===== src/rtl/wb_march_pkg.sv =====
// Shared types and helpers for the Wishbone SRAM March self-test master.
package wb_march_pkg;

  typedef enum logic [2:0] {
    IDLE  = 3'd0,
    REQ   = 3'd1,
    GAP   = 3'd2,
    CHECK = 3'd3,
    DONE  = 3'd4
  } state_e;

  typedef enum logic [1:0] {
    S0 = 2'd0,
    S1 = 2'd1,
    S2 = 2'd2
  } sweep_e;

  localparam logic [3:0]  SEL_ALL       = 4'hF;
  localparam logic [31:0] DEF_BASE_ADDR = 32'h3000_0000;

  // Test pattern for a word: seed xor index, optionally complemented.
  function automatic logic [31:0] pat(input logic [31:0] seed,
                                      input logic [31:0] idx,
                                      input logic        inv);
    logic [31:0] p;
    p = seed ^ idx;
    return inv ? ~p : p;
  endfunction

endpackage


===== src/rtl/wb_single_access.sv =====
// One Wishbone classic access: drives the bus from a launch pulse until the
// first ack (or until the ack-wait counter expires), then releases it.
module wb_single_access
  import wb_march_pkg::*;
#(
  parameter int unsigned TIMEOUT = 255
) (
  input  logic        clk,
  input  logic        rst_n,
  input  logic        go,
  input  logic        we,
  input  logic [31:0] adr,
  input  logic [31:0] wdat,
  input  logic [31:0] wb_dat_rd,
  input  logic        wb_ack,
  output logic        wb_cyc,
  output logic        wb_stb,
  output logic        wb_we,
  output logic [31:0] wb_adr,
  output logic [31:0] wb_dat,
  output logic [3:0]  wb_sel,
  output logic [31:0] rdata,
  output logic        acc_done,
  output logic        acc_timeout
);

  localparam logic [7:0] WAIT_LAST = 8'(TIMEOUT - 1);

  logic        cyc_r;
  logic        we_r;
  logic [31:0] adr_r;
  logic [31:0] dat_r;
  logic [3:0]  sel_r;
  logic [31:0] rdata_r;
  logic [7:0]  wait_cnt_r;
  logic        ack_s;
  logic        expire_s;

  // Acks only count while a cycle is open; expiry is the last unacked wait cycle.
  always_comb begin
    ack_s    = cyc_r & wb_ack;
    expire_s = cyc_r & ~wb_ack & (wait_cnt_r == WAIT_LAST);
  end

  // Bus request register: launch, hold until ack/expiry, then release.
  always_ff @(posedge clk) begin
    if (!rst_n) begin
      cyc_r      <= 1'b0;
      we_r       <= 1'b0;
      adr_r      <= 32'h0;
      dat_r      <= 32'h0;
      sel_r      <= 4'h0;
      wait_cnt_r <= 8'h0;
    end else if (go) begin
      cyc_r      <= 1'b1;
      we_r       <= we;
      adr_r      <= adr;
      dat_r      <= we ? wdat : 32'h0;
      sel_r      <= SEL_ALL;
      wait_cnt_r <= 8'h0;
    end else if (ack_s || expire_s) begin
      cyc_r      <= 1'b0;
      we_r       <= 1'b0;
      adr_r      <= 32'h0;
      dat_r      <= 32'h0;
      sel_r      <= 4'h0;
      wait_cnt_r <= 8'h0;
    end else if (cyc_r) begin
      wait_cnt_r <= wait_cnt_r + 8'd1;
    end
  end

  // Read data is captured in the ack cycle.
  always_ff @(posedge clk) begin
    if (!rst_n) begin
      rdata_r <= 32'h0;
    end else if (ack_s) begin
      rdata_r <= wb_dat_rd;
    end
  end

  assign wb_cyc      = cyc_r;
  assign wb_stb      = cyc_r;
  assign wb_we       = we_r;
  assign wb_adr      = adr_r;
  assign wb_dat      = dat_r;
  assign wb_sel      = sel_r;
  assign rdata       = rdata_r;
  assign acc_done    = ack_s;
  assign acc_timeout = expire_s;

endmodule


===== src/rtl/wb_sram_march_master.sv =====
// March C- style self-test initiator for the user-area Wishbone SRAM.
// Sweeps: S0 up write P, S1 up read P / write ~P, S2 down read ~P.
module wb_sram_march_master
  import wb_march_pkg::*;
#(
  parameter int unsigned WORDS     = 1024,
  parameter logic [31:0] BASE_ADDR = DEF_BASE_ADDR,
  parameter int unsigned TIMEOUT   = 255,
  localparam int unsigned IDX_W    = $clog2(WORDS)
) (
  input  logic             wb_clk_i,
  input  logic             wb_rst_n_i,
  input  logic             start_i,
  input  logic [31:0]      seed_i,
  output logic             m_cyc_o,
  output logic             m_stb_o,
  output logic             m_we_o,
  output logic [31:0]      m_adr_o,
  output logic [31:0]      m_dat_o,
  output logic [3:0]       m_sel_o,
  input  logic [31:0]      m_dat_i,
  input  logic             m_ack_i,
  output logic             busy_o,
  output logic             done_o,
  output logic             pass_o,
  output logic             timeout_o,
  output logic [15:0]      err_cnt_o,
  output logic [IDX_W-1:0] fail_idx_o,
  output logic [31:0]      fail_rd_o,
  output logic [31:0]      fail_exp_o
);

  localparam logic [IDX_W-1:0] IDX_MAX  = IDX_W'(WORDS - 1);
  localparam logic [IDX_W-1:0] IDX_ZERO = {IDX_W{1'b0}};

  state_e           state_r, state_nx_s;
  sweep_e           sweep_r, sweep_nx_s;
  logic             phase_r, phase_nx_s;   // S1 only: 0 = read, 1 = write
  logic [IDX_W-1:0] idx_r, idx_nx_s;
  logic [31:0]      seed_r, seed_nx_s;
  logic             go_s, start_ok_s, fin_s, rd_op_s, mismatch_s, launch_we_s;
  logic [31:0]      launch_adr_s, launch_dat_s, exp_s, rdata_s;
  logic             acc_done_s, acc_to_s;

  logic             busy_r, done_r, pass_r, timeout_r;
  logic [15:0]      err_cnt_r;
  logic [IDX_W-1:0] fail_idx_r;
  logic [31:0]      fail_rd_r, fail_exp_r;

  wb_single_access #(.TIMEOUT(TIMEOUT)) u_acc (
    .clk         (wb_clk_i),
    .rst_n       (wb_rst_n_i),
    .go          (go_s),
    .we          (launch_we_s),
    .adr         (launch_adr_s),
    .wdat        (launch_dat_s),
    .wb_dat_rd   (m_dat_i),
    .wb_ack      (m_ack_i),
    .wb_cyc      (m_cyc_o),
    .wb_stb      (m_stb_o),
    .wb_we       (m_we_o),
    .wb_adr      (m_adr_o),
    .wb_dat      (m_dat_o),
    .wb_sel      (m_sel_o),
    .rdata       (rdata_s),
    .acc_done    (acc_done_s),
    .acc_timeout (acc_to_s)
  );

  // Decode the current operation and what a read of it should return.
  always_comb begin
    rd_op_s    = (sweep_r == S2) || ((sweep_r == S1) && !phase_r);
    exp_s      = pat(seed_r, 32'(idx_r), sweep_r == S2);
    mismatch_s = (rdata_s != exp_s);
  end

  // Next-state logic and sweep/index sequencing.
  always_comb begin
    state_nx_s = state_r;
    sweep_nx_s = sweep_r;
    phase_nx_s = phase_r;
    idx_nx_s   = idx_r;
    seed_nx_s  = seed_r;
    go_s       = 1'b0;
    start_ok_s = 1'b0;
    fin_s      = 1'b0;
    case (state_r)
      IDLE, DONE: begin
        if (start_i) begin
          state_nx_s = REQ;
          go_s       = 1'b1;
          start_ok_s = 1'b1;
          sweep_nx_s = S0;
          phase_nx_s = 1'b0;
          idx_nx_s   = IDX_ZERO;
          seed_nx_s  = seed_i;
        end else begin
          state_nx_s = state_r;
        end
      end
      REQ: begin
        if (acc_done_s) begin
          state_nx_s = rd_op_s ? CHECK : GAP;
        end else if (acc_to_s) begin
          state_nx_s = DONE;
        end else begin
          state_nx_s = REQ;
        end
      end
      CHECK: state_nx_s = GAP;
      GAP: begin
        go_s       = 1'b1;
        state_nx_s = REQ;
        case (sweep_r)
          S0: begin
            if (idx_r == IDX_MAX) begin
              sweep_nx_s = S1;
              idx_nx_s   = IDX_ZERO;
              phase_nx_s = 1'b0;
            end else begin
              idx_nx_s = idx_r + IDX_W'(1);
            end
          end
          S1: begin
            if (!phase_r) begin
              phase_nx_s = 1'b1;
            end else if (idx_r == IDX_MAX) begin
              sweep_nx_s = S2;
              idx_nx_s   = IDX_MAX;
              phase_nx_s = 1'b0;
            end else begin
              idx_nx_s   = idx_r + IDX_W'(1);
              phase_nx_s = 1'b0;
            end
          end
          S2: begin
            if (idx_r == IDX_ZERO) begin
              go_s       = 1'b0;
              fin_s      = 1'b1;
              state_nx_s = DONE;
            end else begin
              idx_nx_s = idx_r - IDX_W'(1);
            end
          end
          default: begin
            go_s       = 1'b0;
            fin_s      = 1'b1;
            state_nx_s = DONE;
          end
        endcase
      end
      default: state_nx_s = IDLE;
    endcase
  end

  // Fields of the access launched with go_s.
  always_comb begin
    launch_we_s  = (sweep_nx_s == S0) || ((sweep_nx_s == S1) && phase_nx_s);
    launch_adr_s = BASE_ADDR + (32'(idx_nx_s) << 2);
    launch_dat_s = pat(seed_nx_s, 32'(idx_nx_s), sweep_nx_s == S1);
  end

  // FSM state register.
  always_ff @(posedge wb_clk_i) begin
    if (!wb_rst_n_i) begin
      state_r <= IDLE;
    end else begin
      state_r <= state_nx_s;
    end
  end

  // Sequencer position and seed, updated whenever an access is launched.
  always_ff @(posedge wb_clk_i) begin
    if (!wb_rst_n_i) begin
      sweep_r <= S0;
      phase_r <= 1'b0;
      idx_r   <= IDX_ZERO;
      seed_r  <= 32'h0;
    end else if (go_s) begin
      sweep_r <= sweep_nx_s;
      phase_r <= phase_nx_s;
      idx_r   <= idx_nx_s;
      seed_r  <= seed_nx_s;
    end
  end

  // Test status: cleared on start, updated by checks, finalised on DONE entry.
  always_ff @(posedge wb_clk_i) begin
    if (!wb_rst_n_i || start_ok_s) begin
      busy_r     <= wb_rst_n_i;
      done_r     <= 1'b0;
      pass_r     <= 1'b0;
      timeout_r  <= 1'b0;
      err_cnt_r  <= 16'h0;
      fail_idx_r <= IDX_ZERO;
      fail_rd_r  <= 32'h0;
      fail_exp_r <= 32'h0;
    end else if (acc_to_s) begin
      busy_r    <= 1'b0;
      done_r    <= 1'b1;
      pass_r    <= 1'b0;
      timeout_r <= 1'b1;
    end else if (fin_s) begin
      busy_r <= 1'b0;
      done_r <= 1'b1;
      pass_r <= (err_cnt_r == 16'h0) && !timeout_r;
    end else if ((state_r == CHECK) && mismatch_s) begin
      if (err_cnt_r != 16'hFFFF) begin
        err_cnt_r <= err_cnt_r + 16'd1;
      end
      if (err_cnt_r == 16'h0) begin
        fail_idx_r <= idx_r;
        fail_rd_r  <= rdata_s;
        fail_exp_r <= exp_s;
      end
    end
  end

  assign busy_o     = busy_r;
  assign done_o     = done_r;
  assign pass_o     = pass_r;
  assign timeout_o  = timeout_r;
  assign err_cnt_o  = err_cnt_r;
  assign fail_idx_o = fail_idx_r;
  assign fail_rd_o  = fail_rd_r;
  assign fail_exp_o = fail_exp_r;

endmodule


===== config.mk =====
export PLATFORM = sky130hd
export DESIGN_NAME = wb_sram_march_master
export DESIGN_NICKNAME = d
export VERILOG_FILES = /design/src/rtl/wb_march_pkg.sv /design/src/rtl/wb_single_access.sv /design/src/rtl/wb_sram_march_master.sv
export SDC_FILE = /design/constraint.sdc
export NUM_CORES = 1
export LEC_CHECK = 0
export BUFFER_PORTS_ARGS = -buffer_cell sky130_fd_sc_hd__buf_4
export CAP_MARGIN = 20
export CORE_MARGIN = 2
export CORE_UTILIZATION = 25
export DETAILED_ROUTE_END_ITERATION = 10
export PLACE_DENSITY = 0.54
export SETUP_SLACK_MARGIN = 0.02
export SLEW_MARGIN = 25
export SYNTH_ARGS = -nofsm -noshare
export SYNTH_HDL_FRONTEND = slang
export SYNTH_SLANG_ARGS = --single-unit
export TNS_END_PERCENT = 1

===== constraint.sdc =====
create_clock -name wb_clk_i -period 3 [get_ports wb_clk_i]
set_clock_uncertainty 0.15 [all_clocks]
set_input_delay 0.3 -clock wb_clk_i [delete_from_list [all_inputs] [get_ports wb_clk_i]]
set_output_delay 0.3 -clock wb_clk_i [all_outputs]
set_load 0.02 [all_outputs]

==> results.ini, run 1 <==
[worst_setup_path]
crit_required_ns = 3.34
cp_top_family = compound AO/OA/AOI/OAI gates
path_buf_inv = 2
cp_slowest_cell = or4_1
critPathMaxFanout = 41
cp-start-kind = flip-flop
crit_path_end_kind = flip-flop
slowest_delay_ns = 0.50
worstSetupPathType = reg2reg
path_cells = xor2_1, or4_1, mux2i_1, o2111ai_1, o31ai_4, buf_4, buf_8, nand3_1, o31ai_1
arrival_ns = 3.15

[cts]
cts_made_buffers = 28
numClockSinks = 226
clock_path_buffers = 3
clock_latency_ns = 0.58
cts_tree = done
cts-htree-levels = 1
cts-root-buf = clkbuf_16
clk_pin_slew_ns = 0.06

[detailed_routing]
ant_nets = 0
routed_wl_um = 39900
route.detailed.drc = 0
via_per_inst = 4.72
vias = 10063
drt-pass1-iter-count = 7
initialDrtViolationCount = 941
wl_per_cell_um = 18.7

[final_layout]
drive_gt1_frac = 0.233
final_net_count = 1653
diodes = 0
final_common_cell = buf_4
final_cell_mix = 305 x buf_4, 224 x dfxtp_1, 189 x nand2_1
fill_cells = 4332
syn_to_final_growth_pct = 38.7

[grt]
overflow = 0
grt_pass1_vias = 9443
grt_first_pass_wirelength_um = 58400
grt_max_degree = 83
grt_use_total = 0.171
antenna_found_initial = 0

[floorplanning]
rows = 75
core_area_um2 = 42100
die_h_um = 211
die_w_um = 211
ios = 233
initial_core_util = 0.255
dieArea_um2 = 44600

[placement]
io_buffers = 212
place_congestion = 0.920
dp_hpwl_um = 28800

[synthesis]
synthTopCellsByArea = dfxtp_1 42%, xnor2_1 8.0%, nand2_1 6.6%, nand3_1 4.5%, mux2i_1 4.1%
synth_cell_type_count = 67
synth_warnings = 0
yosys_register_bits = 226
ys_seq_area_frac = 0.422
synth-async-reset-ratio = 0
post_synth.cell_area_avg_um2 = 8.42
synth_top_area_share = 0.419
synth-main-ff-cell = dfxtp_1
syn_area_um2 = 10700
synth_edf_count = 1
yosysTopAreaCell = dfxtp_1
synthCells = 1275

[sta]
max_freq_mhz = 356
tns_ns = 0
period_share = 0.936
fin_crit_ns = 2.81
setup_viol = 0
tightest_slew_ns = 0.823
worst_hold_slack_ns = 0.207
rsz0062_at_grt = no
relSlewSlack = 0.451
drv_slew = 0
finalHoldViolations = 0

[pwr]
max-vdd-ir-drop_v = 0.000458
power_density_nw_per_um2 = 502
p_total_mw = 7.47
leakagePower_nw = 5.86

[min_path]
min_path_type = in2reg

[status]
status = finished, final reports clean

[job]
max_cap_viol_count = 0

Yosys cell counts, drive strengths merged, types with 7 or more instances:
library cell	instances
dfxtp	225
buf	62
inv	8
nand4	16
a31oi	7
xnor2	98
or3	19
a22o	7
nor4	16
and3	9
mux2i	44
ha	7
clkbuf	63
nor3b	7
a21o	7
a21oi	58
xor2	25
nor2	79
nand2	190
nand3	96
and2	10
nor3	21
o21ai	92
o31ai	39
through the flow:
step           area (um2)  std cells  utilization  setup WS (ns)
6_report            14900       2134        0.353          0.191
5_1_grt             14900       2134        0.353         0.0385
4_1_cts             14800       2130        0.352          0.150
3_5_place_dp        13300       2017        0.315          0.147
3_3_place_gp        13300       2017        0.315          0.188
2_1_floorplan       10800       1294            -          0.282
layer usage:
| metal | vias up | share of wire | track usage |
|---|---|---|---|
| met5 | - | 0 | 0 |
| met4 | 0 | 0.022 | 0.0493 |
| met3 | 38 | 0.066 | 0.0340 |
| met2 | 321 | 0.41 | 0.243 |
| met1 | 4690 | 0.50 | 0.258 |
| li1 | 5014 | - | - |
kinds of logic after synthesis:
logic type | after synthesis | share of synthesized area
simple gates | 487 | 0.213
xor+xnor | 126 | 0.107
other cells | 1 | 0.000349
fa+ha+maj | 7 | 0.00816
compound gates | 249 | 0.144
buf+inv | 134 | 0.0639
flops | 226 | 0.422
mux | 45 | 0.0421
registers in the layout, indices dropped and copies added (netlist names), 2 cells and up:
register and flops:
seed_r 32, fail_idx_o 10, idx_r 10, u_acc.rdata 32
sweep_r 2, err_cnt_o 16, u_acc.wait_cnt_r 8, fail_exp_o 32
fail_rd_o 32, u_acc.wb_adr 10, u_acc.wb_dat 32, state_r 3
layout make-up:
type	instances	area [um2]	area share
clock inverter	9	104	0.00697
inverter	9	33.8	0.00227
clock buffer	38	790	0.0530
sequential	226	4540	0.305
tap	539	674	0.0453
multi-input combinational	934	5630	0.378
timing repair buffer	379	3120	0.209
final timing paths:
| check | cells past startpoint | to | slack [ns] | from |
|---|---|---|---|---|
| max | 9 | fail_exp_o[7] | 0.19 | seed_r[31] |
| min | 5 | u_acc.rdata[19] | 0.21 | m_ack_i |
| max reg2reg | 9 | fail_exp_o[7] | 0.19 | seed_r[31] |
| min reg2reg | 2 | u_acc.wb_we | 0.30 | u_acc.wb_we |
timing repair:
| action | CTS | global route |
|---|---|---|
| hold endpoints to repair | 84 | 0 |
| buffers inserted | 0 | 2 |
| setup endpoints to repair | 0 | 3 |
| gates resized for setup | 0 | 5 |
| hold buffers | 66 | 0 |
tightest hold or removal path, stage by stage:
cell     delay, ns
buf_4         0.09
nand2_1       0.06
buf_4         0.25
nand2_1       0.12
a21oi_1       0.05
power breakdown:
part	switching [mW]	internal [mW]	leakage, nW
clock network	1.38	1.93	0.432
logic	0.542	0.428	3.60
registers	0.107	3.09	1.83
total	2.03	5.45	5.86
Note: power is estimated with default switching activity, not from simulation.
==> run 2: changes to the inputs <==
--- a/config.mk
+++ b/config.mk
@@ -8,9 +8,9 @@
 export BUFFER_PORTS_ARGS = -buffer_cell sky130_fd_sc_hd__buf_4
 export CAP_MARGIN = 20
 export CORE_MARGIN = 2
-export CORE_UTILIZATION = 25
+export CORE_UTILIZATION = 55
 export DETAILED_ROUTE_END_ITERATION = 10
-export PLACE_DENSITY = 0.54
+export PLACE_DENSITY = 0.78
 export SETUP_SLACK_MARGIN = 0.02
 export SLEW_MARGIN = 25
 export SYNTH_ARGS = -nofsm -noshare
==> run 2 against run 1 <==
- critical path depth down 1
- maximum frequency is 0.88% lower
- core utilization up 38 points
- total power is 5.4% lower
- flip-flop and latch count unchanged
- sequential share of layout area increased by 1.4 points
- clock-buffer cell count shrank 6
- via count grew 4.1%
- critical endpoint is now fail_rd_o[23]
- largest cell class unchanged
==> results.ini, run 2 (synthesized netlist as in run 1, its figures left out) <==
[status]
status = finished, final reports clean

[grt]
use_met2 = 0.492
grt-busiest-layer = met2
overflow = 0
grt_pass1_vias = 9616
antenna_found_initial = 0
met1_usage = 0.462
grt_max_degree = 102
grt_first_pass_wirelength_um = 52000
met3_usage = 0.0340
grt_use_total = 0.319

[final_layout]
final_net_count = 1621
diodes = 0
drive_gt1_frac = 0.217
final_cell_mix = 277 x buf_4, 225 x dfxtp_1, 189 x nand2_1
syn_to_final_growth_pct = 32.4
final_common_cell = buf_4

[worst_setup_path]
r2r_slack_ns = 0.17
cp-start-kind = flip-flop
r2r_start = sweep_r[0]
worstSetupPathType = reg2reg
crit_required_ns = 3.28
critPathMaxFanout = 93
arrival_ns = 3.11
r2r-end = fail_rd_o[23]
crit_path_end_kind = flip-flop
endpoint = fail_rd_o[23]
crit_start = sweep_r[0]
rr_worst_depth = 8

[floorplanning]
ios = 233
rows = 51
dieArea_um2 = 20700
core_area_um2 = 19300
initial_core_util = 0.555
die_h_um = 144
die_w_um = 144

[sta]
tightest_slew_ns = 0.649
fin_crit_ns = 2.83
drv_slew = 0
period_share = 0.945
rsz0062_at_grt = no
relSlewSlack = 0.567
tns_ns = 0
setup_viol = 0
fin_ws_ns = 0.166
max_freq_mhz = 353
finalHoldViolations = 0

[pwr]
leakagePower_nw = 5.68
clockPowerShare = 0.416
power_density_nw_per_um2 = 497
power_frac_comb = 0.131
p_switching_mw = 1.87
max-vdd-ir-drop_v = 0.000374
p_seq_frac = 0.453
intPower_mw = 5.20
swShare = 0.265

[cts]
numClockSinks = 226
cts-htree-levels = 1
cts_tree = done
cts_made_buffers = 24
clock_path_buffers = 3
cts-root-buf = clkbuf_16
clock_latency_ns = 0.52
clk_pin_slew_ns = 0.06

[detailed_routing]
vias = 10473
wl_per_cell_um = 18.8
drt-pass1-iter-count = 5
initialDrtViolationCount = 897
ant_nets = 0
routed_wl_um = 34300
route.detailed.drc = 0
via_per_inst = 5.73

[placement]
io_buffers = 212
place_congestion = 1.03
dp_slack_ns = 0.162
dp_hpwl_um = 23000

[job]
max_cap_viol_count = 0

[min_path]
min_path_type = in2reg
min_path_cells = 5

-- run 2: cell count changes in the layout (fill, tap and decap cells not counted), moves of 2 or more --
| cell | delta |
|---|---|
| buf_4 | -28 |
| buf_12 | +2 |
| clkbuf_16 | -5 |
| clkbuf_1 | -2 |
-- run 2: worst max-delay path, cell delays in order, from the launching register on --
cell,delay [ns]
dfxtp_1,0.51
nor2b_4,0.10
or4_1,0.53
mux2i_1,0.17
o2111ai_1,0.27
o31ai_4,0.37
buf_12,0.35
nand3_1,0.13
o21ai_0,0.13
-- run 2: how the worst min path moves through the flow --
stage | slack, ns | endpoint | startpoint
after detailed placement | 0.29 | u_acc.wb_we | u_acc.wb_we
after global placement | 0.28 | u_acc.wb_we | u_acc.wb_we
after floorplan | 0.29 | u_acc.rdata[7] | m_dat_i[7]
final | 0.25 | u_acc.rdata[24] | m_ack_i
after CTS | 0.22 | u_acc.rdata[24] | m_ack_i
after global routing | 0.27 | u_acc.rdata[21] | m_ack_i
-- run 2: timing repair --
item,4_1_cts,5_1_grt
hold endpoints to repair,69,0
hold buffers,66,0
setup endpoints to repair,0,37
resized for setup,0,3
setup buffers,0,1
-- run 2: area by class of cell --
| type | instances | area (um2) |
|---|---|---|
| Multi-Input combinational cell | 934 | 5640 |
| Clock buffer | 32 | 682 |
| Inverter | 9 | 33.8 |
| Sequential cell | 226 | 4530 |
| Clock inverter | 10 | 100 |
| Fill cell | 1412 | 5120 |
| Timing Repair Buffer | 351 | 2890 |
| Tap cell | 265 | 332 |
-- run 2: metrics by stage --
stage	area [um2]	utilization	total power, mW	instances	hold slack, ns
after floorplan	10800	-	3.80	1294	0.286
after global placement	12700	0.659	4.08	1718	0.282
after detailed placement	12700	0.659	4.09	1718	0.290
after CTS	14200	0.733	7.07	1826	0.220
after global routing	14200	0.735	7.29	1827	0.265
final	14200	0.735	7.07	1827	0.249
-- run 2: metal layers --
| metal | share of wire | wire [um] |
|---|---|---|
| met5 | 0 | 0 |
| met4 | 0.032 | 1100 |
| met1 | 0.44 | 15000 |
| met2 | 0.45 | 15400 |
| met3 | 0.085 | 2910 |
-- run 2: power groups by stage --
stage	Sequential [mW]	Combinational [mW]	Clock [mW]
finish	3.20	0.929	2.94
global route	3.20	0.992	3.09
CTS	3.19	0.909	2.97
detailed placement	3.26	0.834	0
global placement	3.25	0.826	0
floorplan	3.26	0.540	0
